<file path="src/rtl/ej32_pkg.sv">
// Shared constants and bus payload types for the eJ32 memory bus stage.
package ej32_pkg;

  localparam int unsigned BUS_ASZ    = 17;
  localparam int unsigned DW         = 8;
  localparam int unsigned OBUF_DEF   = 'h1400;
  localparam int unsigned OBSZ_DEF   = 'h400;
  localparam int unsigned FDEPTH_DEF = 16;

  typedef struct packed {
    logic [BUS_ASZ-1:0] addr;
    logic [DW-1:0]      data;
    logic               we;
  } mem_req_t;

  // True when addr falls inside [base, base+size).
  function automatic logic in_window(input logic [31:0] addr,
                                     input logic [31:0] base,
                                     input logic [31:0] size);
    return (addr >= base) && (addr < (base + size));
  endfunction

endpackage

</file>
<file path="src/rtl/ej32_tx_fifo.sv">
// Byte FIFO feeding the console port; power-of-2 depth with wrap-bit pointers.
module ej32_tx_fifo
  import ej32_pkg::*;
#(
  parameter int unsigned DEPTH = FDEPTH_DEF,
  localparam int unsigned AW   = $clog2(DEPTH),
  localparam int unsigned CW   = AW + 1
) (
  input  logic          clk,
  input  logic          rst,
  input  logic          push,
  input  logic [DW-1:0] din,
  input  logic          pop,
  output logic [DW-1:0] dout,
  output logic          full,
  output logic          empty,
  output logic [CW-1:0] count
);

  logic [DW-1:0] mem [DEPTH];
  logic [CW-1:0] wr_ptr;
  logic [CW-1:0] rd_ptr;

  // Pointer registers; extra MSB distinguishes full from empty.
  always_ff @(posedge clk or negedge rst) begin
    if (!rst) begin
      wr_ptr <= '0;
      rd_ptr <= '0;
    end else begin
      if (push) wr_ptr <= wr_ptr + CW'(1);
      if (pop)  rd_ptr <= rd_ptr + CW'(1);
    end
  end

  always_ff @(posedge clk) begin
    if (push) mem[wr_ptr[AW-1:0]] <= din;
  end

  assign dout  = mem[rd_ptr[AW-1:0]];
  assign empty = (wr_ptr == rd_ptr);
  assign full  = (wr_ptr[AW] != rd_ptr[AW]) && (wr_ptr[AW-1:0] == rd_ptr[AW-1:0]);
  assign count = wr_ptr - rd_ptr;

endmodule

</file>
<file path="src/rtl/ej32_mem_bus.sv">
// eJ32 memory bus stage: PC/LS address mux onto a byte SRAM, console TX snoop
// of output-buffer writes, and core stall when the TX FIFO is full.
module ej32_mem_bus
  import ej32_pkg::*;
#(
  parameter int unsigned ASZ    = BUS_ASZ,
  parameter int unsigned OBUF   = OBUF_DEF,
  parameter int unsigned OBSZ   = OBSZ_DEF,
  parameter int unsigned FDEPTH = FDEPTH_DEF,
  localparam int unsigned CW    = $clog2(FDEPTH) + 1
) (
  input  logic           clk,
  input  logic           rst,
  input  logic [ASZ-1:0] pc_i,
  input  logic           ls_asel_i,
  input  logic [ASZ-1:0] ls_addr_i,
  input  logic [DW-1:0]  ls_data_i,
  input  logic           ls_dwe_i,
  output logic [DW-1:0]  data_o,
  output logic           stall_o,
  output logic [ASZ-1:0] mem_addr_o,
  output logic [DW-1:0]  mem_data_o,
  output logic           mem_we_o,
  input  logic [DW-1:0]  mem_data_i,
  output logic [DW-1:0]  tx_data_o,
  output logic           tx_valid_o,
  input  logic           tx_ready_i,
  output logic [CW-1:0]  tx_cnt_o
);

  logic          ob_hit;
  logic          push;
  logic          pop;
  logic          full;
  logic          empty;
  logic [DW-1:0] hold_q;
  mem_req_t      req;

  assign ob_hit = ls_asel_i & ls_dwe_i
                & in_window(32'(ls_addr_i), 32'(OBUF), 32'(OBSZ));

  assign tx_valid_o = ~empty;
  assign pop        = tx_valid_o & tx_ready_i;

  // A pop in the same cycle frees a slot, so a full FIFO only stalls without one.
  // Reset gating makes the stall and any pending write vanish asynchronously.
  assign stall_o = rst & ob_hit & full & ~pop;
  assign push    = rst & ob_hit & ~stall_o;

  always_comb begin
    req      = '0;
    req.addr = BUS_ASZ'(ls_asel_i ? ls_addr_i : pc_i);
    req.data = ls_data_i;
    req.we   = rst & ls_asel_i & ls_dwe_i & ~stall_o;
  end

  assign mem_addr_o = ASZ'(req.addr);
  assign mem_data_o = req.data;
  assign mem_we_o   = req.we;

  // Last byte the core saw; replayed while the core is frozen.
  always_ff @(posedge clk or negedge rst) begin
    if (!rst) begin
      hold_q <= '0;
    end else if (!stall_o) begin
      hold_q <= mem_data_i;
    end
  end

  assign data_o = (stall_o || !rst) ? hold_q : mem_data_i;

  ej32_tx_fifo #(
    .DEPTH (FDEPTH)
  ) u_tx_fifo (
    .clk   (clk),
    .rst   (rst),
    .push  (push),
    .din   (ls_data_i),
    .pop   (pop),
    .dout  (tx_data_o),
    .full  (full),
    .empty (empty),
    .count (tx_cnt_o)
  );

endmodule

</file>
<file path="config.mk">
export PLATFORM = sky130hd
export DESIGN_NAME = ej32_mem_bus
export DESIGN_NICKNAME = d
export VERILOG_FILES = /design/src/rtl/ej32_pkg.sv /design/src/rtl/ej32_tx_fifo.sv /design/src/rtl/ej32_mem_bus.sv
export SDC_FILE = /design/constraint.sdc
export NUM_CORES = 1
export LEC_CHECK = 0
export ABC_AREA = 1
export CAP_MARGIN = 10
export CORE_MARGIN = 10
export CORE_UTILIZATION = 38
export DETAILED_ROUTE_END_ITERATION = 10
export PLACE_DENSITY = 0.63
export RECOVER_POWER = 25
export SLEW_MARGIN = 5
export SYNTH_ARGS = -nofsm -noshare
export SYNTH_HDL_FRONTEND = slang
export SYNTH_SLANG_ARGS = --single-unit
export TNS_END_PERCENT = 5
</file>
<file path="constraint.sdc">
create_clock -name clk -period 3.8 [get_ports clk]
set_input_delay 1.14 -clock clk [delete_from_list [all_inputs] [get_ports clk]]
set_output_delay 1.14 -clock clk [all_outputs]
set_load 0.1 [all_outputs]
</file>
Yosys cells after proc, flatten, opt, wreduce, memory -nomap -nowiden:

Memory sizes are Yosys's and may differ from the RTL's.
Index checks and enable logic that the tools add are counted.

* memory bits (writable): 128
* bits of input ports: 55
* memories: 1
* register bits: 18

Memory list
* u_tx_fifo.mem: words 16, width 8, read ports 1, clocked after Yosys merged registers in 0, write ports 1, line ej32_tx_fifo.sv:20 `logic [DW-1:0] mem [DEPTH];`

* bitwise logic cells: 13
* add/sub/neg operators: 3
* order comparisons: 2
* equal/unequal tests: 3
* reduce and logical (&&, ||, !) cells: 4
* muxes and demuxes: 4

Operator list (number)
* 17-bit by 13-bit >= comparator with 1-bit output (second input constant): 1
* 17-bit by 13-bit < comparator with 1-bit output (second input constant): 1
* 17-bit two-way mux: 1
* 5-bit by 1-bit adder with 5-bit output (second input constant): 2
* 1-bit bitwise AND: 10
* 8-bit two-way mux: 1
* 5-bit equality test: 1
* 5-bit subtractor: 1
* 4-bit equality test: 1
* 1-bit NOT: 3
* 1-bit logical AND: 2
* 1-bit two-way mux: 2
* 1-bit logical NOT: 1
* 1-bit logical OR: 1
* 1-bit inequality test: 1

Longest topological paths before layout:

* word-level depth: 10
* mapped depth: 12
* depth with buffers taken out: 10

Cells and area by module:

A second synthesis with hierarchy kept.

* cells, all modules: 740
* area total of the unflattened synthesis: 7050.5 µm²

Modules (own cells, without submodules)
* ej32_tx_fifo: seq. area each 4093.9 µm², times used 1, area an instance 6251.0 µm², cells each 630
* ej32_mem_bus: seq. area each 200.2 µm², times used 1, area an instance 799.5 µm², cells each 110

Worst setup path before layout:

Ideal clock, no wire load.

* path type: input-to-output
* start: input ls_asel_i
* end: output mem_addr_o[12]
* arrival: 3.515 ns
* setup slack: -0.855 ns
* data required time: 2.660 ns
* path buffers: 1
* cell stages on the path: 3
* cell sequence: inv_1 clkbuf_1 o21ai_0

* word-level cells in the longest chain between the ends: 1

Ends and longest elaborated chain
* start, declared: line ej32_mem_bus.sv:15 `input logic ls_asel_i,`
* 17-bit two-way mux: line ej32_mem_bus.sv:52 `req.addr = BUS_ASZ'(ls_asel_i ? ls_addr_i : pc_i);`
* end, declared: line ej32_mem_bus.sv:21 `output logic [ASZ-1:0] mem_addr_o,`

No other way between the ends.

Worst setup path in the final report:

* start: input ls_dwe_i
* end: output data_o[2]

* word-level cells in the longest chain between the ends: 7

Ends and longest elaborated chain
* start, declared: line ej32_mem_bus.sv:18 `input logic ls_dwe_i,`
* 1-bit bitwise AND: line ej32_mem_bus.sv:39 `assign ob_hit = ls_asel_i & ls_dwe_i`
* 1-bit bitwise AND: line ej32_mem_bus.sv:40 `& in_window(32'(ls_addr_i), 32'(OBUF), 32'(OBSZ));`
* 1-bit bitwise AND (3 in a row): line ej32_mem_bus.sv:47 `assign stall_o = rst & ob_hit & full & ~pop;`
* 1-bit logical OR: line ej32_mem_bus.sv:70 `assign data_o = (stall_o || !rst) ? hold_q : mem_data_i;`
* 8-bit two-way mux: line ej32_mem_bus.sv:70
* end, declared: line ej32_mem_bus.sv:19 `output logic [DW-1:0] data_o,`

No other way between the ends.

==> results.json <==
{
  "outcome": "completed",
  "syn_area_sq_mm": 0.00663,
  "max-cap-violations": 0,
  "yosys_register_bits": 146,
  "peakVddDrop_mv": 0.906,
  "area_growth_pct": 42.0,
  "skew_ps": 6.64,
  "synth-main-ff-cell": "edfxtp_1",
  "critPathCaptureType": "output port",
  "dieArea_sq_mm": 0.0231,
  "fin_total_pwr_w": 0.00716,
  "antenna_cells": 0,
  "drcViolationCount": 0,
  "clock.fmax_mhz": 269,
  "port_buffers": 103,
  "die_w_um": 152,
  "finalHoldViolCount": 0,
  "hold_ws_ps": 484,
  "relSlewSlack_pct": 52.2,
  "groute.usage.overall_pct": 16.2,
  "worstPathMaxFanout": 9,
  "critPathArrivalTime_ps": 2580,
  "grt_pass1_wl_mm": 29.8,
  "min_path_type": "flop to flop",
  "ys_async_sr_fraction_pct": 12.3,
  "via_per_inst": 5.09,
  "synth_cell_type_count": 30,
  "grt_max_degree": 47,
  "cts_tree": "done",
  "cts_sinks": 146,
  "clk_transition_reported_paths_ps": 60,
  "final_nets": 855,
  "synth-edff-count": 128,
  "gp_congestion": 0.824,
  "wirelength_mm": 18.9,
  "htree_levels": 4,
  "fp.dieH_um": 152,
  "synth.most_common_cell": "nand2_1",
  "yosys.area.top_type": "edfxtp_1",
  "drt_iter0_drc": 443,
  "drive_above_1_share_pct": 19.4,
  "first_pass_iters": 5,
  "fin_crit_sh_pct": 97.9,
  "syn-num-nets": 706,
  "post_drt_wl_per_cell_um": 18.4,
  "yosysWarningCount": 0,
  "vias": 5230,
  "slew_viol_final": 0,
  "antenna_found_initial": 0,
  "synth.area.top_cells": "edfxtp_1 58%, nand2_1 7.9%, nor2_1 6.9%",
  "initial_utilization_pct": 38.6,
  "ioPinCount": 104,
  "tightest_slew_ps": 717,
  "ys_seq_area_share_pct": 64.8,
  "avgSynthCellArea_sq_um": 10.3,
  "dpl.hpwl_mm": 13.3,
  "setup_viol": 0,
  "critPathKind": "primary input to output port",
  "worstPathRequired_ps": 2660,
  "final_util_pct": 54.8,
  "cp-start-kind": "primary input",
  "synth_top_cells_by_count": "139 x nand2_1, 128 x edfxtp_1, 122 x nor2_1",
  "synth_top_area_share_pct": 58.0,
  "p_per_area_mw_per_mm2": 761,
  "cts_made_buffers": 17,
  "cts_root_buf": "clkbuf_16",
  "clockBufferDepth": 2,
  "place_ws_ps": -157,
  "clock_latency_ps": 420,
  "finalCriticalPeriod_ps": 3720,
  "ant_nets": 0,
  "static-leakage-power_nw": 3.77,
  "grt_pass1_vias": 5299,
  "setup_slack_ps": 81.6,
  "core_area_sq_mm": 0.0172,
  "synthCells": 641,
  "rows": 48,
  "globalRoute.totalOverflow": 0
}
## final timing paths
check | from | endpoint | slack [ps] | cells after the start
setup / recovery | ls_dwe_i | data_o[2] | 80 | 9
hold / removal | hold_q[1]$_DFFE_PN0N_ | hold_q[1]$_DFFE_PN0N_ | 480 | 2
setup reg to reg | u_tx_fifo.wr_ptr[0]$_DFFE_PN0P_ | u_tx_fifo.mem[14][7]$_DFFE_PP_ | 1300 | 11
hold reg to reg | hold_q[1]$_DFFE_PN0N_ | hold_q[1]$_DFFE_PN0N_ | 480 | 2
max in group asynchronous | rst | u_tx_fifo.rd_ptr[0]$_DFFE_PN0P_ | 2660 | 2
min in group asynchronous | rst | hold_q[6]$_DFFE_PN0N_ | 890 | 2
## flip-flops by register name, summed over array words and instances (netlist names)
register          cells
u_tx_fifo.rd_ptr      5
hold_q                8
u_tx_fifo.wr_ptr      5
u_tx_fifo.mem       128
## kinds of logic after synthesis
family	count (synthesis)	synth area share, %
AO/OA/AOI/OAI	92	7.93
XOR/XNOR	7	0.925
AND/OR/NAND/NOR	317	19.7
buffers and inverters	69	4.66
flip-flops	146	64.8
adder cells (fa/ha/maj)	10	2.00
## timing repair
item	in CTS	in global routing
pin swaps	0	4
gates resized for setup	3	16
setup buffers	0	1
setup endpoints to repair	8	9
hold buffers	0	0
## critical path, stage by stage
cell	delay, ps
clkdlybuf4s50_1	480
nand2_1	80
nand3b_4	180
nor2_4	180
nand2_4	90
nand2_8	80
nand2_1	50
nand2_1	110
buf_12	180
## layout by cell type (no fill, tap or decap)
cell type	synthesis	routed
clkinv_2	1	3
inv_2	2	3
clkbuf_1	12	5
nand2_1	139	132
nor3_2	1	1
inv_1	28	27
nand3b_4	1	1
buf_12	0	49
nand2_8	0	1
xor2_1	6	6
nand4_1	4	4
nor2_2	2	2
nor3_1	2	2
fa_1	1	1
a211oi_1	1	1
clkdlybuf4s50_1	0	45
ha_1	9	9
nand2_2	0	7
nand2_4	2	1
a21boi_4	0	1
clkinvlp_4	0	1
nor2_4	1	3
dfrtp_2	0	1
o211ai_1	24	24
bufinv_16	0	6
xnor2_1	1	1
edfxtp_1	128	128
a21oi_1	2	2
o21ai_1	1	4
o21ai_0	63	60
clkinv_1	2	7
buf_4	8	59
dlygate4sd3_1	0	5
nand3_1	43	43
clkbuf_16	0	17
dfrtp_1	18	17
nor2_1	122	120
dlymetal6s2s_1	0	4
## through the flow
step                instances  cell area, sq um  setup TNS [ps]
floorplan                 641              6630           -2590
global placement          995              8710            -688
detailed placement        995              8710           -1070
CTS                      1027              9370           -2.79
global route             1028              9420           -23.2
finish                   1028              9420               0
## report_power, final
| part | internal [W] | switching [W] | total (W) |
|---|---|---|---|
| clock network | 0.00122 | 0.000604 | 0.00182 |
| logic | 0.00112 | 0.00242 | 0.00354 |
| registers | 0.00178 | 0.0000266 | 0.00181 |
## final cells by class
type                    count  area, sq um
repair buffers            166         1990
clock inverters            14          216
clock buffers              18          429
flip-flops and latches    146         4300
fillers                  1434         7760
well taps                 225          282
inverters                  33          125
multi-input cells         426         2080
## per-layer routing
layer	up-vias	track usage (%)	share of wire [%]
li1	2480	-	-
met3	21	7.39	10
met1	2491	20.0	41
met2	238	25.0	47
met5	-	0	0
met4	0	4.72	1.8
Note: power is estimated with default switching activity, not from simulation.
